File: src/rtl/dmem_ctrl.sv
// dmem_ctrl
//   Memory-stage data-memory controller. Accepts one DATA_WID-bit access per
//   request and performs it byte-serially (little-endian) over a synchronous
//   byte-wide SRAM port. Out-of-range or read+write requests are rejected
//   without touching the SRAM; requests with neither read nor write complete
//   immediately.
//
// Ports
//   clk, rst_n             clock, asynchronous active-low reset
//   req_valid / req_ready  request handshake (ready only while idle)
//   read, write            access type
//   addr, wdata            word byte address, store data
//   resp_valid             one-cycle completion pulse
//   valM                   last successful load result
//   dmem_error             error flag, qualified by resp_valid
//   stall                  pipeline hold (!req_ready)
//   sram_en/we/addr/wdata  byte SRAM command port
//   sram_rdata             read byte, valid the cycle after the address
module dmem_ctrl #(
  parameter int DATA_WID  = 64,
  parameter int MEM_BYTES = 4096,
  parameter int AW        = $clog2(MEM_BYTES)
) (
  input  logic                clk,
  input  logic                rst_n,
  input  logic                req_valid,
  output logic                req_ready,
  input  logic                read,
  input  logic                write,
  input  logic [DATA_WID-1:0] addr,
  input  logic [DATA_WID-1:0] wdata,
  output logic                resp_valid,
  output logic [DATA_WID-1:0] valM,
  output logic                dmem_error,
  output logic                stall,
  output logic                sram_en,
  output logic                sram_we,
  output logic [AW-1:0]       sram_addr,
  output logic [7:0]          sram_wdata,
  input  logic [7:0]          sram_rdata
);

  localparam int N  = DATA_WID / 8;
  localparam int CW = $clog2(N) + 1;
  localparam int LW = CW - 1;

  typedef enum logic [1:0] {IDLE, XFER, TAIL, RESP} state_t;

  state_t              r_state;
  state_t              w_next;

  logic [AW-1:0]       r_addr;
  logic [DATA_WID-1:0] r_wdata;
  logic                r_write;
  logic                r_err;
  logic [CW-1:0]       r_cnt;
  logic                r_cap_en;
  logic [LW-1:0]       r_cap_lane;
  logic [DATA_WID-1:0] r_asm;
  logic [DATA_WID-1:0] r_valM;

  logic [DATA_WID:0]   w_end;
  logic                w_err;
  logic                w_noop;
  logic                w_accept;
  logic [DATA_WID-1:0] w_asm_next;

  // End address computed one bit wider than addr so huge addresses cannot wrap
  assign w_end    = {1'b0, addr} + (DATA_WID+1)'(N);
  assign w_err    = (read && write) || (w_end > (DATA_WID+1)'(MEM_BYTES));
  assign w_noop   = !read && !write;
  assign w_accept = req_valid && (r_state == IDLE);

  // State register
  always_ff @(posedge clk or negedge rst_n) begin
    if (!rst_n) r_state <= IDLE;
    else        r_state <= w_next;
  end

  // Next-state logic
  always_comb begin
    w_next = r_state;
    unique case (r_state)
      IDLE: if (req_valid) w_next = (w_err || w_noop) ? RESP : XFER;
      XFER: if (r_cnt == CW'(N-1)) w_next = r_write ? RESP : TAIL;
      TAIL: w_next = RESP;
      RESP: w_next = IDLE;
      default: w_next = IDLE;
    endcase
  end

  // Output logic
  always_comb begin
    req_ready  = 1'b0;
    resp_valid = 1'b0;
    dmem_error = 1'b0;
    sram_en    = 1'b0;
    sram_we    = 1'b0;
    sram_addr  = '0;
    sram_wdata = '0;
    unique case (r_state)
      IDLE: req_ready = 1'b1;
      XFER: begin
        sram_en    = 1'b1;
        sram_we    = r_write;
        sram_addr  = r_addr + AW'(r_cnt);
        sram_wdata = r_wdata[{r_cnt[LW-1:0], 3'b000} +: 8];
      end
      TAIL: ;
      RESP: begin
        resp_valid = 1'b1;
        dmem_error = r_err;
      end
      default: ;
    endcase
    stall = !req_ready;
  end

  // Returned byte merged into its lane; the final byte arrives during TAIL,
  // so valM is loaded from this merged value rather than from r_asm.
  always_comb begin
    w_asm_next = r_asm;
    w_asm_next[{r_cap_lane, 3'b000} +: 8] = sram_rdata;
  end

  // Datapath
  always_ff @(posedge clk or negedge rst_n) begin
    if (!rst_n) begin
      r_addr     <= '0;
      r_wdata    <= '0;
      r_write    <= 1'b0;
      r_err      <= 1'b0;
      r_cnt      <= '0;
      r_cap_en   <= 1'b0;
      r_cap_lane <= '0;
      r_asm      <= '0;
      r_valM     <= '0;
    end else begin
      if (w_accept) begin
        r_addr  <= addr[AW-1:0];
        r_wdata <= wdata;
        r_write <= write;
        r_err   <= w_err;
        r_cnt   <= '0;
      end else if (r_state == XFER) begin
        r_cnt <= r_cnt + 1'b1;
      end
      // Read data lags its address by one cycle: remember which lane it fills
      r_cap_en   <= (r_state == XFER) && !r_write;
      r_cap_lane <= r_cnt[LW-1:0];
      if (r_cap_en) r_asm <= w_asm_next;
      // TAIL is only reached by an error-free read
      if (r_state == TAIL) r_valM <= w_asm_next;
    end
  end

  assign valM = r_valM;

endmodule

File: config.mk
export PLATFORM = sky130hd
export DESIGN_NAME = dmem_ctrl
export DESIGN_NICKNAME = d
export VERILOG_FILES = /design/src/rtl/dmem_ctrl.sv
export SDC_FILE = /design/constraint.sdc
export NUM_CORES = 1
export LEC_CHECK = 0
export ABC_CLOCK_PERIOD_IN_PS = 3500
export CORE_ASPECT_RATIO = 0.7
export CORE_MARGIN = 8
export CORE_UTILIZATION = 53
export CTS_BUF_LIST = sky130_fd_sc_hd__clkbuf_4 sky130_fd_sc_hd__clkbuf_8
export DETAILED_ROUTE_END_ITERATION = 8
export GPL_ROUTABILITY_DRIVEN = 0
export PLACE_DENSITY_LB_ADDON = 0.3
export SYNTH_ARGS = -nofsm -noshare
export SYNTH_HDL_FRONTEND = slang
export SYNTH_SLANG_ARGS = --single-unit
File: constraint.sdc
create_clock -name clk -period 3.5 [get_ports clk]
set_clock_uncertainty 0.1 [all_clocks]
set_input_delay 0.35 -clock clk [delete_from_list [all_inputs] [get_ports clk]]
set_output_delay 0.35 -clock clk [all_outputs]
set_load 0.005 [all_outputs]
Word level (Yosys, flattened, before mapping)
Index checks and enable logic that the tools add are counted.
{ "word_totals": {"reg_bits": 216, "out_inout_bits": 90} }
{ "classes": {"shifts": 3, "n_reduce_logical": 13, "addsub": 4, "n_lt_le_gt_ge": 1, "n_mux": 15, "eq_ne": 6} }
{ "ops": {"columns": ["op", "n"], "rows": [
  ["$add A64 B4 Y65 const B", 1],
  ["$gt A65 B13 Y1 const B", 1],
  ["$bwmux W64", 1],
  ["$shift A8 B8 Y64 const A", 1],
  ["$shiftx A64 B7 Y8", 1],
  ["$shiftx A8 B8 Y64", 1],
  ["$add A12 B4 Y12", 1],
  ["$mux W12", 1],
  ["$mux W4", 2],
  ["$mux W8", 1],
  ["$neg A6 Y8", 1],
  ["$pmux W2 S4", 1],
  ["$mux W1", 6],
  ["$mux W2", 3],
  ["$add A4 B1 Y4 const B", 1],
  ["$eq A2 B2 Y1 const B", 2],
  ["$eq A4 B3 Y1 const B", 1],
  ["$logic_and A1 B1 Y1", 4],
  ["$logic_not A1 Y1", 4],
  ["$ne A2 B2 Y1 const B", 2],
  ["$eq A2 B1 Y1 const B", 1],
  ["$logic_not A2 Y1", 1],
  ["$logic_or A1 B1 Y1", 2],
  ["$reduce_and A2 Y1", 1],
  ["$reduce_bool A2 Y1", 1]
]} }

Longest topological paths before layout
{ "logic_depth": {"depth_word": 7, "mapped_depth": 11, "mapped_depth_nobuf": 10} }

Worst setup path after synthesis
No wires, ideal clock.
{ "synth_path": {"kind": "reg2reg", "start": "reg r_cap_lane[0]", "end": "reg r_asm[32]", "path_buffers": 2, "period_less_slack_ps": 2875, "arrival_time_ps": 2650, "required_ps": 3275, "path_slack_ps": 625, "path_stages_with_launch": 11, "cell_sequence": "dfrtp_1 -> inv_1 -> ha_1 -> ha_1 -> nor2b_1 -> clkbuf_1 -> or4b_2 -> clkbuf_1 -> clkinv_1 -> nand2_1 -> mux2_2"} }
{ "synth_between": {"elab_chain_cells": 3, "word_cells_on_any_way": 4, "classes_between": "1 x add/sub; 2 x shift; 1 x mux"} }
{ "synth_rtl": {"columns": ["element", "line", "rtl"], "rows": [
  ["start, declared", "58", "logic [LW-1:0] r_cap_lane;"],
  ["start signal, assigned", "150", "r_cap_lane <= r_cnt[LW-1:0];"],
  ["$neg A6 Y8 *", "123", "w_asm_next[{r_cap_lane, 3'b000} +: 8] = sram_rdata;"],
  ["$shiftx A8 B8 Y64 / $shift A8 B8 Y64 (equally long branches)", "123", null],
  ["$bwmux W64 *", "123", null],
  ["end signal, assigned", "151", "if (r_cap_en) r_asm <= w_asm_next;"],
  ["end, declared", "59", "logic [DATA_WID-1:0] r_asm;"]
]} }
Mark *: on every way between the ends. The rest lies on a longest branch, timed or not.
A chain may end at the register's enable or synchronous reset.

Worst setup path in the final report
{ "layout_path": {"start": "reg r_addr[0]", "end": "out sram_addr[6]"} }
{ "layout_between": {"elab_chain_cells": 2} }
{ "layout_rtl": {"columns": ["element", "line", "rtl"], "rows": [
  ["start, declared", "52", "logic [AW-1:0] r_addr;"],
  ["start signal, assigned", "140", "r_addr <= addr[AW-1:0];"],
  ["$add A12 B4 Y12", "106", "sram_addr = r_addr + AW'(r_cnt);"],
  ["$mux W12", "101", "unique case (r_state)"],
  ["end, declared", "38", "output logic [AW-1:0] sram_addr,"]
]} }
Every way passes these cells.

==> impl_metrics.tcl <==
set metrics [dict create \
    max-cap-violations 0 \
    critPathLaunch "r_addr[0]" \
    power_mw 11.73 \
    critPathSlowestCell "clkdlybuf4s50_1" \
    status "complete, no violations" \
    synth_top_area_share_pct 48.62 \
    syn-num-nets 1191 \
    overflow 0 \
    ff2ff_path_depth 8 \
    setup_violations 0 \
    cts_root_buf "clkbuf_8" \
    yosysSeqAreaShare_pct 48.62 \
    die_w_um 189.1 \
    timing.rr.start "r_cap_lane[0]" \
    dpl.cell_count 1520 \
    first_global_vias 9152 \
    die_height_um 137.2 \
    seqPwrFrac_pct 38.1 \
    final_core_util_pct 70.59 \
    finalNetCount 1436 \
    criticalPathCategory "reg2out" \
    layout-drive-gt1-share_pct 19.15 \
    cts.sinks 216 \
    die_area_sq_um 25940 \
    ys.flop_type "dfrtp_1" \
    hold_viol 0 \
    layout_min_cycle_time_ns 3.335 \
    clockBufferDepth 3 \
    area_growth_pct 31.09 \
    p_clk_share_pct 19.0 \
    placement.io_buffers 230 \
    via_per_inst 5.694 \
    io_pins 231 \
    switchingPower_mw 3.913 \
    path_max_fanout 4 \
    cp_top_family "adder cells" \
    num_rows 44 \
    avgSynthCellArea_sq_um 10.72 \
    synth_edf_count 0 \
    p_int_mw 7.822 \
    yosys_warnings 0 \
    cts-buffers-inserted 34 \
    slew_headroom_pct 30.77 \
    synth_top_cells_by_count "216 x dfrtp_1, 126 x mux2_2, 110 x nor2_1" \
    final_area_sq_um 14570 \
    grt_pass1_wl_um 48270 \
    critPathCaptureType "primary output" \
    post-route-period-util_pct 95.30 \
    grt_max_degree 100 \
    ys_seq_elements 216 \
    cts_tree "yes" \
    arrival_ns 2.89 \
    async_flop_share_pct 100.0 \
    synth.distinct_cells 63 \
    critPathBufInv 1 \
    ant_nets 0 \
    core-area_sq_um 20640 \
    switching_share_pct 33.34 \
    required_ns 3.05 \
    grt_usage_pct 23.04 \
    drtPass1Iterations 6 \
    rsz0062_at_grt "false" \
    stdcell_count 1577 \
    p_comb_share_pct 42.8 \
    path_cells "ha_1, fa_1, a21o_1, a21oi_1, nor2b_1, nand2_1, xnor2_1, and2_1, clkdlybuf4s50_1" \
    htree_levels 2 \
    clk_latency_ns 0.50 \
    start_util_pct 53.85 \
    drc 0 \
    fill_cells 1556 \
    p_leak_nw 6.127 \
    fmax_mhz 299.8 \
    worstMarginPinSlew_ns 1.038 \
    path_depth 9 \
    yosysTopAreaCell "dfrtp_1" \
    syn-instance-count 1037 \
    ir_drop_v 0.0003846 \
    routedWlPerCell_um 19.19 \
    dp_hpwl_um 22180 \
    report.final.slew_viol_count 0 \
    vias 8980 \
    yosysMostFrequentCell "dfrtp_1" \
    drt_wl_total_um 30260 \
    netlist_area_sq_um 11120 \
    critPathMaxStageDelay_ns 0.55 \
    synthTopCellsByArea "dfrtp_1 49%, mux2_2 13%, mux2i_1 4.5%" \
    drt_iter0_drc 833 \
    cp-start-kind "register" \
    place_area_sq_um 13840 \
    antenna_found_initial 1 \
    path_clk_slew_ns 0.06 \
    power_density_nw_per_um2 805.2 \
    hp-class "in2async" \
]
flip-flops by register name, indices dropped and copies added, names as in the netlist:
signal / flops
r_state: 2
r_addr: 12
r_cnt: 4
r_write: 1
r_cap_en: 1
r_wdata: 64
r_asm: 64
r_cap_lane: 3
r_err: 1
valM: 64
timing repair:
item,CTS,global route
setup endpoints to repair,0,4
buffers inserted,0,1
hold buffers,1,0
gates resized for setup,0,3
hold endpoints to repair,95,0
worst paths after layout:
check	endpoint	slack [ns]
worst max-delay path	sram_addr[6]	0.16
worst min-delay path	valM[58]	0.36
worst max register to register	r_asm[33]	0.64
worst min register to register	r_cap_en	0.37
max in group asynchronous	valM[41]	2.13
min in group clk	r_wdata[10]	0.37
layer usage:
layer	track usage, %	share of wire [%]
met5	2.111	0.28
met3	9.838	11
met2	34.46	44
met4	5.541	2.1
met1	30.53	43
worst register-to-register path: cells and delay by family, from the launching register on:
family        cells  cell delay [ns]
simple gates      3             1.16
mux               1             0.36
fa+ha+maj         2             0.49
buf+inv           2             0.30
flops             1             0.34
kinds of logic (layout without fill, tap and decap cells):
family                     Yosys count  in the layout  synth area share (%)
AOI/OAI and AO/OA                  155            155                 8.104
other                                0              1                     0
muxes                              192            192                 20.51
and+or+nand+nor                    366            366                 16.63
buffers and inverters               65            328                 2.240
xor gates and xnor gates            30             30                 2.364
DFF                                216            216                 48.62
adders and majority gates           13             13                 1.531
power by group through the flow:
| stage | logic, mW | registers, mW | clock network, mW |
|---|---|---|---|
| 2_1_floorplan | 3.05 | 4.33 | 0 |
| 3_3_place_gp | 4.90 | 4.43 | 0 |
| 3_5_place_dp | 5.03 | 4.50 | 0 |
| 4_1_cts | 5.06 | 4.47 | 2.28 |
| 5_1_grt | 5.51 | 4.61 | 2.43 |
| 6_report | 5.03 | 4.47 | 2.23 |
cells in the final DEF (no fill, tap or decap), types with 5 or more instances in the layout:
cell type        count
clkbuf_4             9
mux4_2              16
and2_1              17
a21oi_1             84
buf_4               31
a2111oi_0            5
and4_1              11
dfrtp_1            216
xor2_1              15
a31oi_1             10
a21o_1               5
and3_1               9
inv_1                9
nor3_1              17
ha_1                11
nor2b_1             14
mux2i_1             50
nor2_1             110
nand3_1             33
nor3b_1              5
o21ai_0             24
nand2_1             89
clkdlybuf4s50_1    228
clkbuf_8            40
xnor2_1             15
nor4_1              10
mux2_2             126
nand4_1             22
through the flow:
step,hold slack (ns),worst slack [ns],setup TNS [ns]
CTS,0.3422,0.07045,0
global placement,0.3184,0.04418,0
finish,0.3573,0.1646,0
floorplan,-0.04559,0.6253,0
detailed placement,0.3267,-0.003844,-0.007076
global route,0.3376,0.0002884,0
final cells by class:
| cell class | count | area (sq um) | share of cell area (%) |
|---|---|---|---|
| timing repair buffer | 264 | 2592 | 17.79 |
| multi-input combinational | 756 | 5488 | 37.66 |
| tap | 276 | 345.3 | 2.370 |
| inverter | 10 | 37.54 | 0.2576 |
| sequential | 216 | 5405 | 37.09 |
| clock inverter | 5 | 83.83 | 0.5753 |
| clock buffer | 49 | 618.1 | 4.241 |
| antenna | 1 | 2.502 | 0.01717 |
Power figures use the tool's default switching activity.
